==> src/rtl/seq_alu_pkg.sv <==
// Shared definitions for the sequential ALU: operation codes, FSM states and
// the single-cycle versus iterative operation classification.
package seq_alu_pkg;

    localparam logic [3:0] OP_ADD  = 4'h0;
    localparam logic [3:0] OP_SUB  = 4'h1;
    localparam logic [3:0] OP_XOR  = 4'h2;
    localparam logic [3:0] OP_OR   = 4'h3;
    localparam logic [3:0] OP_AND  = 4'h4;
    localparam logic [3:0] OP_SLL  = 4'h5;
    localparam logic [3:0] OP_SRL  = 4'h6;
    localparam logic [3:0] OP_SLTU = 4'h7;
    localparam logic [3:0] OP_BEQ  = 4'h8;
    localparam logic [3:0] OP_BNE  = 4'h9;
    localparam logic [3:0] OP_BLTU = 4'hA;
    localparam logic [3:0] OP_BLEU = 4'hB;
    localparam logic [3:0] OP_MUL  = 4'hC;
    localparam logic [3:0] OP_DIVU = 4'hD;
    localparam logic [3:0] OP_REMU = 4'hE;
    localparam logic [3:0] OP_SLT  = 4'hF;

    typedef enum logic [1:0] {
        ST_IDLE = 2'd0,
        ST_BUSY = 2'd1,
        ST_DONE = 2'd2
    } state_t;

    // MUL, DIVU and REMU take one cycle per operand bit; everything else
    // completes in a single cycle.
    function automatic logic is_iterative(input logic [3:0] op);
        return (op == OP_MUL) || (op == OP_DIVU) || (op == OP_REMU);
    endfunction

endpackage

==> src/rtl/seq_alu_muldiv.sv <==
// Iterative multiply (shift-add) and unsigned divide/remainder (restoring),
// one operand bit per cycle. A start pulse loads the operands; done is raised
// combinationally during the final iteration with result/div0 already showing
// the value that iteration produces, so the caller can register it on the
// same edge the iteration completes.
module seq_alu_muldiv
    import seq_alu_pkg::*;
#(
    parameter int WIDTH = 16
) (
    input  logic             clk,
    input  logic             rst_n,
    input  logic             start,
    input  logic [3:0]       op,
    input  logic [WIDTH-1:0] rs1,
    input  logic [WIDTH-1:0] rs2,
    output logic             done,
    output logic [WIDTH-1:0] result,
    output logic             div0
);

    localparam int CW = $clog2(WIDTH);
    localparam logic [CW-1:0] LAST = CW'(WIDTH - 1);

    logic             busy;
    logic             is_mul;
    logic             op_rem;
    logic             zero_div;
    logic [CW-1:0]    cnt;
    logic [WIDTH:0]   acc;
    logic [WIDTH-1:0] qr;
    logic [WIDTH-1:0] dv;

    logic [WIDTH:0]   acc_n;
    logic [WIDTH-1:0] qr_n;
    logic [WIDTH-1:0] dv_n;
    logic [WIDTH:0]   shifted;
    logic [WIDTH:0]   diff;

    // One iteration: acc is the running product or partial remainder, qr the
    // multiplier being consumed or the quotient being built, dv the shifting
    // multiplicand or the fixed divisor. A zero divisor needs no special case:
    // every trial subtraction succeeds, giving an all-ones quotient and a
    // remainder equal to the dividend.
    always_comb begin
        acc_n   = acc;
        qr_n    = qr;
        dv_n    = dv;
        shifted = '0;
        diff    = '0;
        if (is_mul) begin
            acc_n = {1'b0, acc[WIDTH-1:0] + (qr[0] ? dv : '0)};
            qr_n  = qr >> 1;
            dv_n  = dv << 1;
        end else begin
            shifted = {acc[WIDTH-1:0], qr[WIDTH-1]};
            diff    = shifted - {1'b0, dv};
            if (!diff[WIDTH]) begin
                acc_n = diff;
                qr_n  = {qr[WIDTH-2:0], 1'b1};
            end else begin
                acc_n = shifted;
                qr_n  = {qr[WIDTH-2:0], 1'b0};
            end
        end
    end

    assign done   = busy && (cnt == LAST);
    assign result = (is_mul || op_rem) ? acc_n[WIDTH-1:0] : qr_n;
    assign div0   = zero_div;

    // Operand load on start, then exactly WIDTH iteration cycles.
    always_ff @(posedge clk or negedge rst_n) begin
        if (!rst_n) begin
            busy     <= 1'b0;
            is_mul   <= 1'b0;
            op_rem   <= 1'b0;
            zero_div <= 1'b0;
            cnt      <= '0;
            acc      <= '0;
            qr       <= '0;
            dv       <= '0;
        end else if (start) begin
            busy     <= 1'b1;
            is_mul   <= (op == OP_MUL);
            op_rem   <= (op == OP_REMU);
            zero_div <= (op != OP_MUL) && (rs2 == '0);
            cnt      <= '0;
            acc      <= '0;
            if (op == OP_MUL) begin
                dv <= rs1;
                qr <= rs2;
            end else begin
                dv <= rs2;
                qr <= rs1;
            end
        end else if (busy) begin
            acc <= acc_n;
            qr  <= qr_n;
            dv  <= dv_n;
            if (cnt == LAST) begin
                busy <= 1'b0;
                cnt  <= '0;
            end else begin
                cnt <= cnt + 1'b1;
            end
        end
    end

endmodule

==> src/rtl/seq_alu.sv <==
// Sequential ALU with valid/ready handshakes on both sides. Single-cycle
// operations are evaluated here and registered on accept; MUL/DIVU/REMU are
// handed to the iterative unit and the result is registered when it finishes.
module seq_alu
    import seq_alu_pkg::*;
#(
    parameter int WIDTH = 16
) (
    input  logic             clk,
    input  logic             rst_n,
    input  logic             in_valid,
    output logic             in_ready,
    input  logic [WIDTH-1:0] in_rs1,
    input  logic [WIDTH-1:0] in_rs2,
    input  logic [3:0]       in_aluctl,
    output logic             out_valid,
    input  logic             out_ready,
    output logic [WIDTH-1:0] out_result,
    output logic             out_btaken,
    output logic             out_div0
);

    state_t           state;
    state_t           state_n;
    logic             accept;
    logic             md_start;
    logic             md_done;
    logic [WIDTH-1:0] md_result;
    logic             md_div0;
    logic             shift_oob;
    logic [WIDTH-1:0] alu_result;
    logic             alu_btaken;

    assign in_ready  = (state == ST_IDLE) || ((state == ST_DONE) && out_ready);
    assign out_valid = (state == ST_DONE);
    assign accept    = in_valid && in_ready;
    assign md_start  = accept && is_iterative(in_aluctl);
    assign shift_oob = (in_rs2 >= WIDTH'(WIDTH));

    seq_alu_muldiv #(
        .WIDTH(WIDTH)
    ) u_muldiv (
        .clk   (clk),
        .rst_n (rst_n),
        .start (md_start),
        .op    (in_aluctl),
        .rs1   (in_rs1),
        .rs2   (in_rs2),
        .done  (md_done),
        .result(md_result),
        .div0  (md_div0)
    );

    // Single-cycle result and branch outcome from the live request inputs.
    always_comb begin
        alu_result = '0;
        alu_btaken = 1'b0;
        case (in_aluctl)
            OP_ADD:  alu_result = in_rs1 + in_rs2;
            OP_SUB:  alu_result = in_rs1 - in_rs2;
            OP_XOR:  alu_result = in_rs1 ^ in_rs2;
            OP_OR:   alu_result = in_rs1 | in_rs2;
            OP_AND:  alu_result = in_rs1 & in_rs2;
            OP_SLL:  alu_result = shift_oob ? '0 : (in_rs1 << in_rs2);
            OP_SRL:  alu_result = shift_oob ? '0 : (in_rs1 >> in_rs2);
            OP_SLTU: alu_result = {{(WIDTH-1){1'b0}}, (in_rs1 < in_rs2)};
            OP_SLT:  alu_result = {{(WIDTH-1){1'b0}}, ($signed(in_rs1) < $signed(in_rs2))};
            OP_BEQ:  alu_btaken = (in_rs1 == in_rs2);
            OP_BNE:  alu_btaken = (in_rs1 != in_rs2);
            OP_BLTU: alu_btaken = (in_rs1 < in_rs2);
            OP_BLEU: alu_btaken = (in_rs1 <= in_rs2);
            default: alu_result = '0;
        endcase
    end

    // Next-state: an accept always leaves for BUSY or DONE by opcode class;
    // DONE falls back to IDLE only when the result is taken with no new accept.
    always_comb begin
        state_n = state;
        case (state)
            ST_IDLE: begin
                if (accept) begin
                    state_n = is_iterative(in_aluctl) ? ST_BUSY : ST_DONE;
                end
            end
            ST_BUSY: begin
                if (md_done) begin
                    state_n = ST_DONE;
                end
            end
            ST_DONE: begin
                if (accept) begin
                    state_n = is_iterative(in_aluctl) ? ST_BUSY : ST_DONE;
                end else if (out_ready) begin
                    state_n = ST_IDLE;
                end
            end
            default: state_n = ST_IDLE;
        endcase
    end

    // State register.
    always_ff @(posedge clk or negedge rst_n) begin
        if (!rst_n) begin
            state <= ST_IDLE;
        end else begin
            state <= state_n;
        end
    end

    // Result registers: loaded on a single-cycle accept or when the iterative
    // unit finishes, otherwise held so a stalled consumer sees stable values.
    always_ff @(posedge clk or negedge rst_n) begin
        if (!rst_n) begin
            out_result <= '0;
            out_btaken <= 1'b0;
            out_div0   <= 1'b0;
        end else if (accept) begin
            if (is_iterative(in_aluctl)) begin
                out_result <= '0;
                out_btaken <= 1'b0;
                out_div0   <= 1'b0;
            end else begin
                out_result <= alu_result;
                out_btaken <= alu_btaken;
                out_div0   <= 1'b0;
            end
        end else if ((state == ST_BUSY) && md_done) begin
            out_result <= md_result;
            out_btaken <= 1'b0;
            out_div0   <= md_div0;
        end
    end

endmodule

==> config.mk <==
export PLATFORM = sky130hd
export DESIGN_NAME = seq_alu
export DESIGN_NICKNAME = d
export VERILOG_FILES = /design/src/rtl/seq_alu_pkg.sv /design/src/rtl/seq_alu_muldiv.sv /design/src/rtl/seq_alu.sv
export SDC_FILE = /design/constraint.sdc
export NUM_CORES = 1
export LEC_CHECK = 0
export ABC_AREA = 1
export BUFFER_PORTS_ARGS = -buffer_cell sky130_fd_sc_hd__buf_2
export CORE_MARGIN = 8
export CORE_UTILIZATION = 45
export DETAILED_ROUTE_END_ITERATION = 8
export GPL_ROUTABILITY_DRIVEN = 0
export SLEW_MARGIN = 20
export SYNTH_ARGS = -nofsm -noshare
export SYNTH_HDL_FRONTEND = slang
export SYNTH_SLANG_ARGS = --single-unit
==> constraint.sdc <==
create_clock -name clk -period 3.1 [get_ports clk]
set_input_delay 0.31 -clock clk [delete_from_list [all_inputs] [get_ports clk]]
set_output_delay 0.31 -clock clk [all_outputs]
set_load 0.01 [all_outputs]
After elaboration in Yosys (flattened, before gate mapping)

Index checks and enable logic that the tools add are counted.

Bits in registers: 76
Input port bits: 40
Word-level logic and storage cells: 107

$add $sub $neg: 5
$lt $le $gt $ge: 4
Equality and inequality tests: 24
Shift operators: 2
Muxes and demuxes: 39
Bitwise logic cells: 3
Reduce and logical (&&, ||, !) cells: 18

Operator list:

| cell                                                               | count |
|---|---|
| 2-to-1 mux 16 bit                                                  | 19 |
| one-hot mux 16 bit (9 select lines)                                | 1 |
| equality test 4 bit, second input constant                         | 9 |
| adder 16 bit                                                       | 2 |
| < comparator 16 bit                                                | 2 |
| subtractor 17 x 16 -> 17 bit                                       | 1 |
| bitwise AND 16 bit                                                 | 1 |
| equality test 16 bit                                               | 1 |
| equality test 4 x 3 -> 1 bit, second input constant                | 4 |
| greater-or-equal comparator 16 x 5 -> 1 bit, second input constant | 1 |
| <= comparator 16 bit                                               | 1 |
| logical NOT 16 bit                                                 | 1 |
| inequality test 16 bit                                             | 1 |
| bitwise OR 16 bit                                                  | 1 |
| << shifter 16 x 16 -> 16 bit                                       | 1 |
| right shift 16 x 16 -> 16 bit                                      | 1 |
| subtractor 16 bit                                                  | 1 |
| bitwise XOR 16 bit                                                 | 1 |
| 2-to-1 mux 4 bit                                                   | 3 |
| 2-to-1 mux 2 bit                                                   | 5 |
| 2-to-1 mux 1 bit                                                   | 9 |
| equality test 4 x 2 -> 1 bit, second input constant                | 2 |
| logical AND 1 bit                                                  | 6 |
| one-hot mux 2 bit (3 select lines)                                 | 1 |
| other kinds (14)                                                   | 20 |

Depth between registers and ports, before layout

Word-level depth: 7
Mapped depth: 21
Mapped depth without buffers: 21

Cells and area by module

From an unflattened synthesis, not the netlist that was laid out.

Cell total of the unflattened synthesis: 1,759
Area total of the unflattened synthesis: 10,312.4 um^2

By module, submodules not included:

| module         | times used | cells an instance | area an instance (um^2) |
|---|---|---|---|
| seq_alu_muldiv | 1          | 879               | 5,441.5 |
| seq_alu        | 1          | 880               | 4,870.9 |

Least setup slack after synthesis

Ideal clock, no wire load.

Path kind: input to register
From: input port in_rs2[3]
To: register out_result[10]
Library setup time: 0.116 ns
Arrival: 2.522 ns
Data required time: 2.984 ns
Slack: 0.461 ns
Cell stages on the path: 18
Path through: clkbuf_1 -> clkbuf_1 -> inv_1 -> ha_1 -> inv_1 -> a21oi_1 -> o21ai_0 -> a21o_1 -> nand2_1 -> nand2_1 -> o21ai_0 -> a21oi_1 -> nor2_1 -> nand2_1 -> nand2_1 -> nand2_1 -> nand2_1 -> nand2_1

Cells in the longest elaborated chain, start to end: 5

Ends and longest elaborated chain:

| element                                                                   | line                         | text |
|---|---|---|
| from (decl)                                                               | seq_alu.sv:14                | `input logic [WIDTH-1:0] in_rs2,` |
| greater-or-equal comparator 16 x 5 -> 1 bit, or another cell as far along | seq_alu.sv:38                | `assign shift_oob = (in_rs2 >= WIDTH'(WIDTH));` |
| 2-to-1 mux 16 bit (on tied branches)                                      | seq_alu.sv:65, seq_alu.sv:64 |  |
| one-hot mux 16 bit (9 select lines) (*)                                   | seq_alu.sv:58                | `case (in_aluctl)` |
| 2-to-1 mux 16 bit (*)                                                     | seq_alu.sv:119               | `if (is_iterative(in_aluctl)) begin` |
| 2-to-1 mux 16 bit (*)                                                     | seq_alu.sv:118               | `end else if (accept) begin` |
| to (signal assigned)                                                      | seq_alu.sv:124               | `out_result <= alu_result;` |
| to (signal assigned)                                                      | seq_alu.sv:129               | `out_result <= md_result;` |
| to (decl)                                                                 | seq_alu.sv:18                | `output logic [WIDTH-1:0] out_result,` |

Every way passes the cells marked *; elsewhere a longest branch is shown, timed or not.
A chain may end at the register's enable or synchronous reset.

Final worst setup path

From: register u_muldiv.qr[15]
To: register out_result[13]

Cells in the longest elaborated chain, start to end: 6

Ends and longest elaborated chain:

| element                      | line                 | text |
|---|---|---|
| from (decl)                  | seq_alu_muldiv.sv:31 | `logic [WIDTH-1:0] qr;` |
| from (signal assigned)       | seq_alu_muldiv.sv:92 | `qr <= rs2;` |
| from (signal assigned)       | seq_alu_muldiv.sv:95 | `qr <= rs1;` |
| from (signal assigned)       | seq_alu_muldiv.sv:99 | `qr <= qr_n;` |
| subtractor 17 x 16 -> 17 bit | seq_alu_muldiv.sv:57 | `diff = shifted - {1'b0, dv};` |
| 2-to-1 mux 16 bit            | seq_alu_muldiv.sv:58 | `if (!diff[WIDTH]) begin` |
| 2-to-1 mux 16 bit            | seq_alu_muldiv.sv:51 | `if (is_mul) begin` |
| 2-to-1 mux 16 bit            | seq_alu_muldiv.sv:69 | `assign result = (is_mul \|\| op_rem) ? acc_n[WIDTH-1:0] : qr_n;` |
| 2-to-1 mux 16 bit            | seq_alu.sv:128       | `end else if ((state == ST_BUSY) && md_done) begin` |
| 2-to-1 mux 16 bit            | seq_alu.sv:118       |  |

Every way passes these cells. The select of a mux whose other input is x is not followed.

==> run summary <==
Syn. warnings = 0
CP max FO = 8
Count of unique library cells instantiated by Yosys = 51
Max Fclk = 346 MHz
Crit share post-route = 93.1%
Skew final = 0.00974 ns
Clock latency on the worst-skew pair = 0.34 ns
CTS tree = yes
First drt pass iteration count = 5
Critical Path AT = 3.11 ns
CTS Sinks = 76
Post-synth EDFFs = 0
Core area = 21600 um2
Leakage power = 5.71 nW
Hold Path Class = input port to flop
Setup CP Type = flop to flop
Max_cap viols = 0
Total track usage = 27.4%
Setup TNS = 0 ns
Root buf cell = clkbuf_16
Worst Max-Slew Pin Slew = 1.07 ns
Die X-Extent = 164 um
Register area share after synthesis = 19.4%
Mapped cell area = 9790 um2
Worst-path clk slew = 0.06 ns
FILL cells = 2376
Layout cell share with drive strength beyond 1 = 9.82%
Syn nets = 1758
Largest net degree at the start of global routing = 45
Num CTS Buffers = 9
Number of synthesized register bits = 76
ANT cells = 0
First-pass GRT wire length = 58.4 mm
Avg Vias per Cell = 5.77
Htree depth = 3
Synth top area share = 20.1%
Vias post-DR = 11400
Cells after synthesis = 1634
Die height = 164 um
Startpoint Class = flop
Initial core utilization = 45.3%
Async SR Flop Fraction = 100%
Area Growth Syn to Fin = 10.4%
Vias in the first global route = 10800
Final wirelength = 36.9 mm
Hold WS = 0.255 ns
Pwr Density = 813 nW/um2
Worst vdd ir = 0.456 mV
CP Capture Type = flop
Area contributors post-synth = nand2_1 (20%), dfrtp_1 (19%), ha_1 (10%)
Wire per inst = 18.7 um
Ys flop type = dfrtp_1
Final Hold Vio Count = 0
Largest area contributor in the netlist = nand2_1
Worst Path Required = 3.32 ns
Reg area = 1900 um2
PortBufs = 59
Area of the multi-input gates = 6880 um2
Num rows = 54
Grt total ovfl = 0
HPWL Detailed = 29.5 mm
Post-route ant nets = 0
Final setup viols = 0
Post-route DRC = 0
Fin. max-slew vios = 0
Synthesized area per cell = 5.99 um2
Max Root-Sink Buffers = 2
I/O Pins = 60
Outcome = finished clean
Die area = 26700 um2
Initial DRC Count = 1042
Fin nets = 1811
Antenna violations before repair = 0
Relative max-transition margin = 28.9%
Final min period = 2.89 ns
==> worst max-delay path: stages, from the launching register on <==
cell,delay [ns]
dfrtp_1,0.37
inv_1,0.10
ha_1,0.15
inv_1,0.06
fa_2,0.37
nand3_1,0.10
nand3_1,0.11
nand2_1,0.08
nand3_1,0.12
nand3_1,0.13
nand3_1,0.14
nand2_4,0.14
clkinvlp_4,0.21
nand2_1,0.11
nand3_1,0.07
o21ai_1,0.19
nand2_1,0.09
nand2_1,0.08
nand2_1,0.05
nand2_1,0.05
nand2_1,0.06
==> registers in the layout, summed over array words and instances (netlist names) <==
register and flops:
u_muldiv.cnt 4, u_muldiv.div0 1, u_muldiv.acc 16, u_muldiv.dv 16, out_result 16, u_muldiv.busy 1, u_muldiv.is_mul 1, state 2
u_muldiv.qr 16, u_muldiv.op_rem 1, out_div0 1, out_btaken 1
==> cells in the mapped netlist (7+ instances only) <==
cell       instances
a21o_1            10
a21oi_1          107
buf_2             16
clkbuf_1          41
dfrtp_1           76
ha_1              80
inv_1            183
inv_2              9
nand2_1          524
nand3_1          185
nand4_1           18
nor2_1            80
nor2_2             7
nor3_1            15
o2111ai_1         18
o211ai_1          24
o21ai_0          123
o21bai_1           7
o22ai_1           15
or2_2              8
xnor2_1            8
xor2_1             8
==> metal layers <==
metal,share of wire (%),up-vias,track usage [%]
li1,-,5545,-
met1,43,5240,36.0
met2,46,507,44.9
met3,6.5,71,2.14
met4,4.5,0,13.1
met5,0,-,0
==> cell usage in the layout, fill, tap and decap left out, types with 4 or more instances in the layout <==
| cell type | synthesis | layout |
|---|---|---|
| nor3_1 | 15 | 15 |
| o21ai_0 | 123 | 120 |
| inv_1 | 183 | 182 |
| a21o_1 | 10 | 10 |
| inv_2 | 9 | 9 |
| dfrtp_1 | 76 | 75 |
| nor2_4 | 5 | 5 |
| a221oi_1 | 5 | 5 |
| o211ai_1 | 24 | 24 |
| nor4_1 | 4 | 4 |
| nor2_1 | 80 | 80 |
| buf_2 | 16 | 58 |
| or2_2 | 8 | 8 |
| clkinv_1 | 4 | 4 |
| o21bai_1 | 7 | 7 |
| a31oi_1 | 6 | 6 |
| ha_1 | 80 | 80 |
| a21oi_1 | 107 | 107 |
| clkbuf_16 | 0 | 9 |
| xor2_1 | 8 | 8 |
| o22ai_1 | 15 | 15 |
| nand3_1 | 185 | 185 |
| nor2_2 | 7 | 7 |
| o21ai_1 | 6 | 8 |
| o21ai_2 | 6 | 7 |
| nand4_1 | 18 | 18 |
| nand2_1 | 524 | 523 |
| buf_4 | 2 | 46 |
| xnor2_1 | 8 | 8 |
| o2111ai_1 | 18 | 18 |
==> timing repair <==
action | in CTS | in global routing
setup endpoints to repair | 0 | 14
resized for setup | 0 | 8
endpoints found under the hold margin | 2 | 0
setup buffers | 0 | 3
hold buffers | 1 | 0
==> power breakdown <==
group,switching [W],leakage [nW],internal (W)
clock,0.000426,0.142,0.000617
sequential,0.000430,0.968,0.00141
combinational,0.00381,4.60,0.00211
total,0.00466,5.71,0.00413
==> metrics by stage <==
stage	setup slack [ns]	cells	utilization, %	cell area [um2]	power [W]
floorplan	0.461	1634	-	9790	0.00589
global placement	-0.00373	1952	48.5	10500	0.00751
detailed placement	0.0173	1952	48.5	10500	0.00750
CTS	0.154	1968	49.8	10800	0.00858
global route	-0.0406	1971	50.0	10800	0.00962
finish	0.213	1971	50.0	10800	0.00880
==> final cells by class <==
cell class	count	share of cell area [%]
Multi-Input combinational cell	1298	63.6
Sequential cell	76	17.6
Inverter	196	6.84
Timing Repair Buffer	106	6.07
Tap cell	280	3.24
Clock buffer	10	2.12
Clock inverter	5	0.498
==> final timing paths <==
path | start | cells after the start | slack (ns) | endpoint
worst max-delay path | u_muldiv.qr[15] | 20 | 0.21 | out_result[13]
worst min-delay path | out_ready | 3 | 0.25 | state[1]
worst max register to register | u_muldiv.qr[15] | 20 | 0.21 | out_result[13]
worst min register to register | out_div0 | 2 | 0.47 | out_div0
max in group asynchronous | rst_n | 3 | 1.85 | u_muldiv.dv[0]
min in group asynchronous | rst_n | 2 | 0.52 | u_muldiv.qr[12]
==> kinds of logic (layout without fill, tap and decap cells) <==
family	Yosys count	count (layout)	share of synthesized area [%]
and+or+nand+nor	855	855	37.1
AOI/OAI and AO/OA	343	343	20.6
buffers and inverters	260	317	10.5
adders and majority gates	84	84	11.0
DFF	76	76	19.4
xor gates and xnor gates	16	16	1.43
No activity file was read; power rests on OpenSTA's default activity.
